### config.mk
export PLATFORM = sky130hd
export DESIGN_NAME = mem_req_queue
export DESIGN_NICKNAME = d
export VERILOG_FILES = /design/src/rtl/mem_req_queue_pkg.sv /design/src/rtl/mem_req_fifo.sv /design/src/rtl/mem_req_queue.sv
export SDC_FILE = /design/constraint.sdc
export NUM_CORES = 1
export LEC_CHECK = 0
export CAP_MARGIN = 20
export CELL_PAD_IN_SITES_DETAIL_PLACEMENT = 1
export CELL_PAD_IN_SITES_GLOBAL_PLACEMENT = 2
export CORE_MARGIN = 8
export CORE_UTILIZATION = 51
export CTS_BUF_LIST = sky130_fd_sc_hd__clkbuf_16
export CTS_CLUSTER_DIAMETER = 30
export DETAILED_ROUTE_END_ITERATION = 10
export DONT_BUFFER_PORTS = 1
export GPL_TIMING_DRIVEN = 0
export PLACE_DENSITY_LB_ADDON = 0.1
export SLEW_MARGIN = 5
export SYNTH_ARGS = -nofsm -noshare
export SYNTH_HDL_FRONTEND = slang
export SYNTH_SLANG_ARGS = --single-unit
### constraint.sdc
create_clock -name clk -period 5.05 [get_ports clk]
set_input_delay 1.01 -clock clk [delete_from_list [all_inputs] [get_ports clk]]
set_output_delay 1.01 -clock clk [all_outputs]
set_load 0.01 [all_outputs]
### src/rtl/mem_req_queue_pkg.sv
// Shared types for the memory request queue: operation enum, queued request struct, FSM states.
// Optional performance counters in mem_req_queue are enabled with MEM_REQ_QUEUE_PERF_EN.
package mem_req_queue_pkg;

    localparam int MRQ_ADDR_W = 32;
    localparam int MRQ_DATA_W = 32;
    localparam int MRQ_TAG_W  = 4;
    localparam int MRQ_BSEL_W = MRQ_DATA_W / 8;

    typedef enum logic [1:0] {
        MEM_OP_BYTE = 2'd0,
        MEM_OP_HALF = 2'd1,
        MEM_OP_WORD = 2'd2,
        MEM_OP_BU   = 2'd3
    } mem_op_t;

    typedef struct packed {
        logic                  is_store;
        mem_op_t               op;
        logic [MRQ_ADDR_W-1:0] addr;
        logic [MRQ_DATA_W-1:0] wdata;
        logic [MRQ_BSEL_W-1:0] bsel;
        logic [MRQ_TAG_W-1:0]  tag;
    } mem_req_t;

    typedef enum logic [2:0] {
        MQS_IDLE    = 3'd0,
        MQS_ISSUE   = 3'd1,
        MQS_WAIT    = 3'd2,
        MQS_BACKOFF = 3'd3,
        MQS_RESP    = 3'd4
    } mqs_state_e;

    // Width of a counter that must hold values 0..max_val (never narrower than 1 bit).
    function automatic int cnt_w(input int max_val);
        return (max_val < 1) ? 1 : $clog2(max_val + 1);
    endfunction

endpackage

### src/rtl/mem_req_fifo.sv
// Request storage for mem_req_queue: DEPTH-entry circular buffer, head entry visible combinationally.
module mem_req_fifo
    import mem_req_queue_pkg::*;
#(
    parameter int DEPTH = 4
)(
    input  logic                   clk,
    input  logic                   rst_n,
    input  logic                   push,
    input  logic                   pop,
    input  mem_req_t               din,
    output mem_req_t               dout,
    output logic                   full,
    output logic                   empty,
    output logic [$clog2(DEPTH):0] count
);

    localparam int                PTR_W    = $clog2(DEPTH);
    localparam logic [PTR_W:0]    FULL_CNT = (PTR_W + 1)'(DEPTH);

    mem_req_t         r_mem [DEPTH];
    logic [PTR_W-1:0] r_wr_ptr;
    logic [PTR_W-1:0] r_rd_ptr;
    logic [PTR_W:0]   r_count;
    logic             w_push;
    logic             w_pop;

    assign w_push = push && !full;
    assign w_pop  = pop && !empty;

    // NOTE: the storage array is deliberately not reset; pointers and count alone decide which entries are valid.
    always_ff @(posedge clk) begin
        if (w_push) begin
            r_mem[r_wr_ptr] <= din;
        end
    end

    // NOTE: sequential state uses non-blocking assignments so every flop samples pre-edge values.
    always_ff @(posedge clk or negedge rst_n) begin
        if (!rst_n) begin
            r_wr_ptr <= '0;
            r_rd_ptr <= '0;
            r_count  <= '0;
        end else begin
            // Power-of-two DEPTH lets the pointers wrap by plain overflow.
            if (w_push) begin
                r_wr_ptr <= r_wr_ptr + 1'b1;
            end
            if (w_pop) begin
                r_rd_ptr <= r_rd_ptr + 1'b1;
            end
            case ({w_push, w_pop})
                2'b10:   r_count <= r_count + 1'b1;
                2'b01:   r_count <= r_count - 1'b1;
                default: r_count <= r_count;
            endcase
        end
    end

    assign dout  = r_mem[r_rd_ptr];
    assign full  = (r_count == FULL_CNT);
    assign empty = (r_count == '0);
    assign count = r_count;

endmodule

### src/rtl/mem_req_queue.sv
// In-order tagged load/store queue between Dispatch and the data SRAM, with fixed back-off miss retry.
// Define MEM_REQ_QUEUE_PERF_EN to add saturating perf_hits/perf_misses/perf_retries counters.
module mem_req_queue
    import mem_req_queue_pkg::*;
#(
    parameter int ADDR_W      = MRQ_ADDR_W,
    parameter int DATA_W      = MRQ_DATA_W,
    parameter int DEPTH       = 4,
    parameter int TAG_W       = MRQ_TAG_W,
    parameter int MAX_RETRY   = 3,
    parameter int RETRY_DELAY = 4
)(
    input  logic                clk,
    input  logic                rst_n,
    input  logic                disp_req_valid,
    output logic                disp_req_ready,
    input  logic                disp_req_is_store,
    input  mem_op_t             disp_req_op,
    input  logic [ADDR_W-1:0]   disp_req_addr,
    input  logic [DATA_W-1:0]   disp_req_wdata,
    input  logic [DATA_W/8-1:0] disp_req_bsel,
    input  logic [TAG_W-1:0]    disp_req_tag,
    output logic                disp_resp_valid,
    output logic [TAG_W-1:0]    disp_resp_tag,
    output logic [DATA_W-1:0]   disp_resp_data,
    output logic                disp_resp_hit,
    output logic                mem_req_valid,
    input  logic                mem_req_ready,
    output logic                mem_req_is_store,
    output mem_op_t             mem_req_op,
    output logic [ADDR_W-1:0]   mem_req_addr,
    output logic [DATA_W-1:0]   mem_req_wdata,
    output logic [DATA_W/8-1:0] mem_req_bsel,
    input  logic                mem_resp_valid,
    input  logic [DATA_W-1:0]   mem_resp_data,
    input  logic                mem_resp_hit
`ifdef MEM_REQ_QUEUE_PERF_EN
    ,
    output logic [31:0]         perf_hits,
    output logic [31:0]         perf_misses,
    output logic [31:0]         perf_retries
`endif
);

    localparam int CNT_W   = $clog2(DEPTH) + 1;
    localparam int RETRY_W = cnt_w(MAX_RETRY);
    localparam int DELAY_W = cnt_w(RETRY_DELAY);

    // The queued struct is sized by the package, so the port widths must agree with it.
    if ((ADDR_W != MRQ_ADDR_W) || (DATA_W != MRQ_DATA_W) || (TAG_W != MRQ_TAG_W)) begin : g_width_check
        $error("mem_req_queue: ADDR_W/DATA_W/TAG_W must match mem_req_queue_pkg");
    end
    if ((DEPTH < 2) || ((DEPTH & (DEPTH - 1)) != 0) || (RETRY_DELAY < 1)) begin : g_cfg_check
        $error("mem_req_queue: DEPTH must be a power of two >= 2 and RETRY_DELAY >= 1");
    end

    mqs_state_e         r_state;
    mqs_state_e         w_next_state;
    mem_req_t           w_din;
    mem_req_t           w_head;
    logic               w_full;
    logic               w_empty;
    logic [CNT_W-1:0]   w_count;
    logic               w_push;
    logic               w_pop;
    logic               w_resp_final;
    logic               w_miss_retry;
    logic [RETRY_W-1:0] r_retry_cnt;
    logic [DELAY_W-1:0] r_delay_cnt;
    logic [DATA_W-1:0]  r_resp_data;
    logic               r_resp_hit;

    assign w_din = '{
        is_store: disp_req_is_store,
        op:       disp_req_op,
        addr:     disp_req_addr,
        wdata:    disp_req_wdata,
        bsel:     disp_req_bsel,
        tag:      disp_req_tag
    };

    assign disp_req_ready = !w_full;
    assign w_push         = disp_req_valid && !w_full;
    assign w_pop          = (r_state == MQS_RESP);

    mem_req_fifo #(
        .DEPTH (DEPTH)
    ) u_fifo (
        .clk   (clk),
        .rst_n (rst_n),
        .push  (w_push),
        .pop   (w_pop),
        .din   (w_din),
        .dout  (w_head),
        .full  (w_full),
        .empty (w_empty),
        .count (w_count)
    );

    // The final attempt reports whatever the SRAM says; earlier misses go to back-off.
    assign w_resp_final = (r_state == MQS_WAIT) && mem_resp_valid &&
                          (mem_resp_hit || (r_retry_cnt == RETRY_W'(MAX_RETRY)));
    assign w_miss_retry = (r_state == MQS_WAIT) && mem_resp_valid && !w_resp_final;

    always_ff @(posedge clk or negedge rst_n) begin
        if (!rst_n) begin
            r_state <= MQS_IDLE;
        end else begin
            r_state <= w_next_state;
        end
    end

    // NOTE: the next state is defaulted before the case so no path leaves it unassigned (no latch).
    always_comb begin
        w_next_state = r_state;
        unique case (r_state)
            MQS_IDLE: begin
                // Looking at the push as well saves a cycle on an empty queue.
                if (w_push || !w_empty) begin
                    w_next_state = MQS_ISSUE;
                end
            end
            MQS_ISSUE: begin
                if (mem_req_ready) begin
                    w_next_state = MQS_WAIT;
                end
            end
            MQS_WAIT: begin
                if (w_resp_final) begin
                    w_next_state = MQS_RESP;
                end else if (w_miss_retry) begin
                    w_next_state = MQS_BACKOFF;
                end
            end
            MQS_BACKOFF: begin
                if (r_delay_cnt <= DELAY_W'(1)) begin
                    w_next_state = MQS_ISSUE;
                end
            end
            MQS_RESP: begin
                if (w_push || (w_count > CNT_W'(1))) begin
                    w_next_state = MQS_ISSUE;
                end else begin
                    w_next_state = MQS_IDLE;
                end
            end
            default: w_next_state = MQS_IDLE;
        endcase
    end

    always_ff @(posedge clk or negedge rst_n) begin
        if (!rst_n) begin
            r_retry_cnt <= '0;
            r_delay_cnt <= '0;
            r_resp_data <= '0;
            r_resp_hit  <= 1'b0;
        end else begin
            if (w_miss_retry) begin
                r_retry_cnt <= r_retry_cnt + 1'b1;
                r_delay_cnt <= DELAY_W'(RETRY_DELAY);
            end else if ((r_state == MQS_BACKOFF) && (r_delay_cnt != '0)) begin
                r_delay_cnt <= r_delay_cnt - 1'b1;
            end
            if (w_resp_final) begin
                r_resp_data <= mem_resp_data;
                r_resp_hit  <= mem_resp_hit;
            end
            if (r_state == MQS_RESP) begin
                r_retry_cnt <= '0;
            end
        end
    end

    // Request fields are zeroed while idle so nothing stale from storage leaks onto the SRAM bus.
    assign mem_req_valid    = (r_state == MQS_ISSUE);
    assign mem_req_is_store = mem_req_valid && w_head.is_store;
    assign mem_req_op       = mem_req_valid ? w_head.op    : MEM_OP_BYTE;
    assign mem_req_addr     = mem_req_valid ? w_head.addr  : '0;
    assign mem_req_wdata    = mem_req_valid ? w_head.wdata : '0;
    assign mem_req_bsel     = mem_req_valid ? w_head.bsel  : '0;

    assign disp_resp_valid = (r_state == MQS_RESP);
    assign disp_resp_tag   = disp_resp_valid ? w_head.tag : '0;
    assign disp_resp_data  = (disp_resp_valid && !w_head.is_store) ? r_resp_data : '0;
    assign disp_resp_hit   = disp_resp_valid && r_resp_hit;

`ifdef MEM_REQ_QUEUE_PERF_EN
    logic [31:0] r_perf_hits;
    logic [31:0] r_perf_misses;
    logic [31:0] r_perf_retries;

    always_ff @(posedge clk or negedge rst_n) begin
        if (!rst_n) begin
            r_perf_hits    <= '0;
            r_perf_misses  <= '0;
            r_perf_retries <= '0;
        end else begin
            if ((r_state == MQS_RESP) && r_resp_hit && (r_perf_hits != '1)) begin
                r_perf_hits <= r_perf_hits + 1'b1;
            end
            if ((r_state == MQS_RESP) && !r_resp_hit && (r_perf_misses != '1)) begin
                r_perf_misses <= r_perf_misses + 1'b1;
            end
            if (w_miss_retry && (r_perf_retries != '1)) begin
                r_perf_retries <= r_perf_retries + 1'b1;
            end
        end
    end

    assign perf_hits    = r_perf_hits;
    assign perf_misses  = r_perf_misses;
    assign perf_retries = r_perf_retries;
`endif

endmodule

After elaboration in Yosys (flattened, before gate mapping)
Memory sizes are Yosys's and may differ from the RTL's.
Cells that the tools add are included.
{"block": "totals", "reg_bits": 48, "ramBits": 300, "input_bits": 113, "out_inout_bits": 111, "elab_cells": 73, "memories": 1}
{"block": "classes", "add_sub_neg": 6, "n_lt_le_gt_ge": 2, "n_eq_ne": 12, "muxes": 20, "n_reduce_logical": 24}
{"memory": "u_fifo.r_mem", "depth": 4, "width": 75, "rd": 1, "rd_clocked_by_memory_dff": 0, "wr": 1, "line": "mem_req_fifo.sv:21", "text": "mem_req_t r_mem [DEPTH];"}
{"cell": "$mux W32", "count": 3}
{"cell": "$mux W3", "count": 7}
{"cell": "$pmux W3 S5", "count": 1}
{"cell": "$logic_and A1 B1 Y1", "count": 10}
{"cell": "$mux W4", "count": 2}
{"cell": "$add A2 B1 Y2 const B", "count": 3}
{"cell": "$eq A3 B2 Y1 const B", "count": 2}
{"cell": "$eq A3 B3 Y1 const B", "count": 2}
{"cell": "$logic_not A3 Y1", "count": 2}
{"cell": "$mux W2", "count": 3}
{"cell": "$pmux W3 S2", "count": 1}
{"cell": "$reduce_bool A2 Y1", "count": 3}
{"cell": "$sub A3 B1 Y3 const B", "count": 2}
{"cell": "$eq A2 B2 Y1 const B", "count": 2}
{"cell": "$logic_not A1 Y1", "count": 4}
{"cell": "$ne A2 B2 Y1 const B", "count": 2}
{"cell": "$reduce_and A4 Y1", "count": 1}
{"cell": "$add A3 B1 Y3 const B", "count": 1}
{"cell": "$eq A3 B1 Y1 const B", "count": 1}
{"cell": "$gt A3 B1 Y1 const B", "count": 1}
{"cell": "$le A3 B1 Y1 const B", "count": 1}
{"cell": "$logic_or A1 B1 Y1", "count": 3}
{"cell": "$mux W1", "count": 3}
{"cell": "$ne A3 B3 Y1 const B", "count": 1}
{"cell": "3 further kinds", "count": 3}

Longest topological paths before layout
{"block": "depth", "word_depth": 8, "depth_mapped": 8}

Hierarchy
A second synthesis with hierarchy kept.
{"block": "unflattened", "hier_cells": 675, "hier_area_um2": 13744.4}
{"module": "mem_req_fifo", "instances": 1, "cells_per_inst": 430, "area_each_um2": 11238.3, "seq_area_each_um2": 9183.8}
{"module": "mem_req_queue", "instances": 1, "cells_per_inst": 245, "area_each_um2": 2506.2, "seq_area_each_um2": 1026.0}

Worst setup path before layout
No wires, ideal clock.
{"block": "synth_timing", "kind": "input to register", "start": "in disp_req_valid", "end": "mem u_fifo.r_mem[0][0] (netlist name) (enable)", "setup_ns": 0.441, "arrival_time_ns": 3.186, "required_time_ns": 4.609, "setup_slack_ns": 1.422, "cell_stages": 2, "cell_sequence": "a21boi_1 -> and2_1"}
{"block": "synth_between", "elab_chain_cells": 4}
{"element": "start, declared", "line": "mem_req_queue.sv:15", "text": "input logic disp_req_valid,"}
{"element": "$logic_and A1 B1 Y1", "line": "mem_req_queue.sv:83", "text": "assign w_push = disp_req_valid && !w_full;"}
{"element": "$logic_and A1 B1 Y1", "line": "mem_req_fifo.sv:28", "text": "assign w_push = push && !full;"}
{"element": "$mux W1", "line": "mem_req_fifo.sv:33", "text": "if (w_push) begin"}
{"element": "$mux W1 (not written as such)", "line": "mem_req_fifo.sv:34", "text": "r_mem[r_wr_ptr] <= din;"}
{"element": "end, declared", "line": "mem_req_fifo.sv:21"}
No other way between the ends.

Worst setup path in the final report
{"block": "layout_timing", "start": "reg r_state[1]", "end": "out mem_req_bsel[2]"}
{"block": "layout_between", "elab_chain_cells": 2}
{"element": "start, declared", "line": "mem_req_queue.sv:57", "text": "mqs_state_e r_state;"}
{"element": "start signal, assigned", "line": "mem_req_queue.sv:109", "text": "r_state <= w_next_state;"}
{"element": "$eq A3 B1 Y1", "line": "mem_req_queue.sv:175", "text": "assign mem_req_valid = (r_state == MQS_ISSUE);"}
{"element": "$mux W4", "line": "mem_req_queue.sv:180", "text": "assign mem_req_bsel = mem_req_valid ? w_head.bsel : '0;"}
{"element": "end, declared", "line": "mem_req_queue.sv:33", "text": "output logic [DATA_W/8-1:0] mem_req_bsel,"}
No other way between the ends.

==> flow_summary.json <==
{
  "clk_latency_ns": 0.56,
  "cp_slowest_cell": "clkbuf_1",
  "synth_edf_count": 300,
  "dieWidth_um": 181,
  "clock-sinks": 348,
  "setup_violations": 0,
  "slowest_delay_ns": 0.59,
  "path_cells": "buf_2 -> inv_1 -> clkbuf_1 -> clkbuf_1 -> and3_1",
  "detail-route-antenna-nets": 0,
  "synth_top_cell_area_share": 0.650,
  "die_h_um": 181,
  "grt_pass1_vias": 7646,
  "report.final.slew_viol_count": 0,
  "dieArea_sq_um": 32700,
  "gr-total-overflow": 0,
  "diodes": 0,
  "synth_nets": 814,
  "post_cts_buffers": 0,
  "grt_max_degree": 51,
  "arrival_ns": 2.56,
  "port_buffers": 0,
  "yosys-top-cells-count": "300 x edfxtp_1, 75 x mux4_2, 71 x and3_1",
  "area_growth_pct": 18.9,
  "layoutNonFillerInstCount": 1146,
  "ys_seq_area_frac": 0.737,
  "detail_route.vias_per_cell": 5.77,
  "irDropWorstVdd_mv": 0.445,
  "ctsHoldBuffers": 0,
  "worstPathRequired_ns": 4.04,
  "synth_area_per_cell_sq_um": 20.1,
  "post_cts_resized": 0,
  "max_slew_margin": 0.476,
  "io_pins": 224,
  "fin_crit_sh": 0.706,
  "start_util": 0.517,
  "drt_wl_total_um": 29700,
  "hpwl_um": 18800,
  "endpoint_kind": "output pin",
  "antenna_found_initial": 0,
  "max_freq_mhz": 280,
  "worst_path_most_repeated_cell": "clkbuf_1",
  "fin_worst_skew_ns": 0.0258,
  "vias": 6614,
  "syn_inst": 688,
  "synth_area_leader_cell": "edfxtp_1",
  "fin_crit_ns": 3.57,
  "tightest_slew_ns": 0.786,
  "cts_root_buf": "clkbuf_16",
  "setup.worst_path.class": "flop to output pin",
  "crit_fanout": 10,
  "firstDrtPassIters": 6,
  "ys.flop_type": "edfxtp_1",
  "path_clk_slew_ns": 0.05,
  "holdCritPathClass": "input pin to async pin",
  "syn_area_sq_um": 13900,
  "yosysMostFrequentCell": "edfxtp_1",
  "place_congestion": 0.752,
  "final_layout_size_suffix_gt1_frac": 0.297,
  "rsz0062_at_grt": "no",
  "core_sq_um": 26800,
  "num-nets-final": 881,
  "p_per_area_nw_per_um2": 621,
  "core.rowCount": 60,
  "clockBufferDepth": 3,
  "status": "finished, final reports clean",
  "fillers": 2221,
  "hold_violations": 0,
  "yosys_register_bits": 348,
  "ys_warn_count": 0,
  "leakage_nw": 5.89,
  "drc_errors": 0,
  "wl_per_cell_um": 25.9,
  "synthArstFlopShare": 0.138,
  "power.total_mw": 10.2,
  "grt_first_pass_wirelength_um": 45700,
  "placed_cells": 1033,
  "holdWs_ns": 0.150,
  "worstSetupStartpointType": "flop",
  "drv_cap": 0,
  "tritoncts": "yes",
  "ys_types": 42,
  "setup_tns_ns": 0,
  "numCtsBuffers": 61,
  "ys_top_cells_by_area": "edfxtp_1 65%, mux4_2 12%, dfrtp_1 8.7%, and3_1 3.2%, mux2_2 2.6%",
  "cts-htree-levels": 2,
  "drt_iter0_markers": 246,
  "gr-usage-all-layers": 0.182
}
## routing by layer
layer / track usage / vias to the layer above / share of wire
met4: 0.0565 / 0 / 0.020
met3: 0.0726 / 45 / 0.094
li1: - / 2899 / -
met5: 0 / - / 0
met1: 0.209 / 3438 / 0.38
met2: 0.308 / 232 / 0.50
## layout by cell type (no fill, tap or decap), drive strengths merged, types with 4 or more instances in the layout
cell type and count:
a21oi 4, and2 41, and3 71, buf 28
bufinv 8, clkbuf 79, clkinv 25, clkinvlp 6
dfrtp 48, edfxtp 300, ha 13, inv 21
mux2 32, mux4 75, nand2 6, nor2 8
o21ai 4, xnor2 5
## metrics by stage
step,setup slack (ns),instance area [sq um],util
floorplan,1.42,13900,-
global placement,-0.114,14300,0.533
detailed placement,1.96,14400,0.537
CTS,1.38,16500,0.615
global route,1.29,16500,0.615
finish,1.48,16500,0.615
## sequential cells by signal, indices dropped and copies added, names as in the netlist
| register | cells |
|---|---|
| u_fifo.r_wr_ptr | 2 |
| r_delay_cnt | 3 |
| r_resp_data | 32 |
| u_fifo.r_rd_ptr | 2 |
| r_state | 3 |
| u_fifo.r_mem | 300 |
| u_fifo.count | 3 |
| r_resp_hit | 1 |
| r_retry_cnt | 2 |
## worst paths after layout
| check | startpoint | end | slack (ns) | cells after the start |
|---|---|---|---|---|
| min in group clk | r_resp_hit | r_resp_hit | 0.49 | 1 |
| setup / recovery | r_state[1] | mem_req_bsel[2] | 1.48 | 5 |
| hold / removal | rst_n | u_fifo.r_wr_ptr[1] | 0.15 | 0 |
| max in group asynchronous | rst_n | r_delay_cnt[0] | 4.80 | 0 |
| setup reg to reg | u_fifo.count[0] | u_fifo.r_mem[1][16] | 2.35 | 5 |
| hold reg to reg | r_resp_hit | r_resp_hit | 0.49 | 1 |
## area by class of cell
class	instances	area (sq um)	share of cell area
buffer	40	299	0.0182
sequential	348	10200	0.620
clock buffer	63	1580	0.0957
inverter	10	37.5	0.00228
multi-input combinational	290	3320	0.202
tap	341	427	0.0259
clock inverter	50	500	0.0304
timing repair buffer	4	103	0.00623
## power by group
part           switching, mW  internal [mW]
Combinational           1.20          0.955
Clock                   1.36           2.67
Sequential             0.204           3.84
## logic make-up (layout without fill, tap and decap cells)
logic type               count (synthesis)  count (layout)  share of synthesized area
flip-flops                             348             348                      0.737
AND/OR/NAND/NOR                        141             141                     0.0639
multiplexers                           109             109                      0.149
buffers and inverters                   50             167                     0.0243
AO/OA/AOI/OAI                           21              21                     0.0100
adder cells (fa/ha/maj)                 13              13                     0.0117
XOR/XNOR                                 6               6                    0.00379
## worst max-delay path, delay by kind of cell, from the launching register on
kind / cells / cell delay (ns)
flip-flops: 1 / 0.41
buffers and inverters: 4 / 1.28
AND/OR/NAND/NOR: 1 / 0.32
Power figures use the tool's default switching activity.
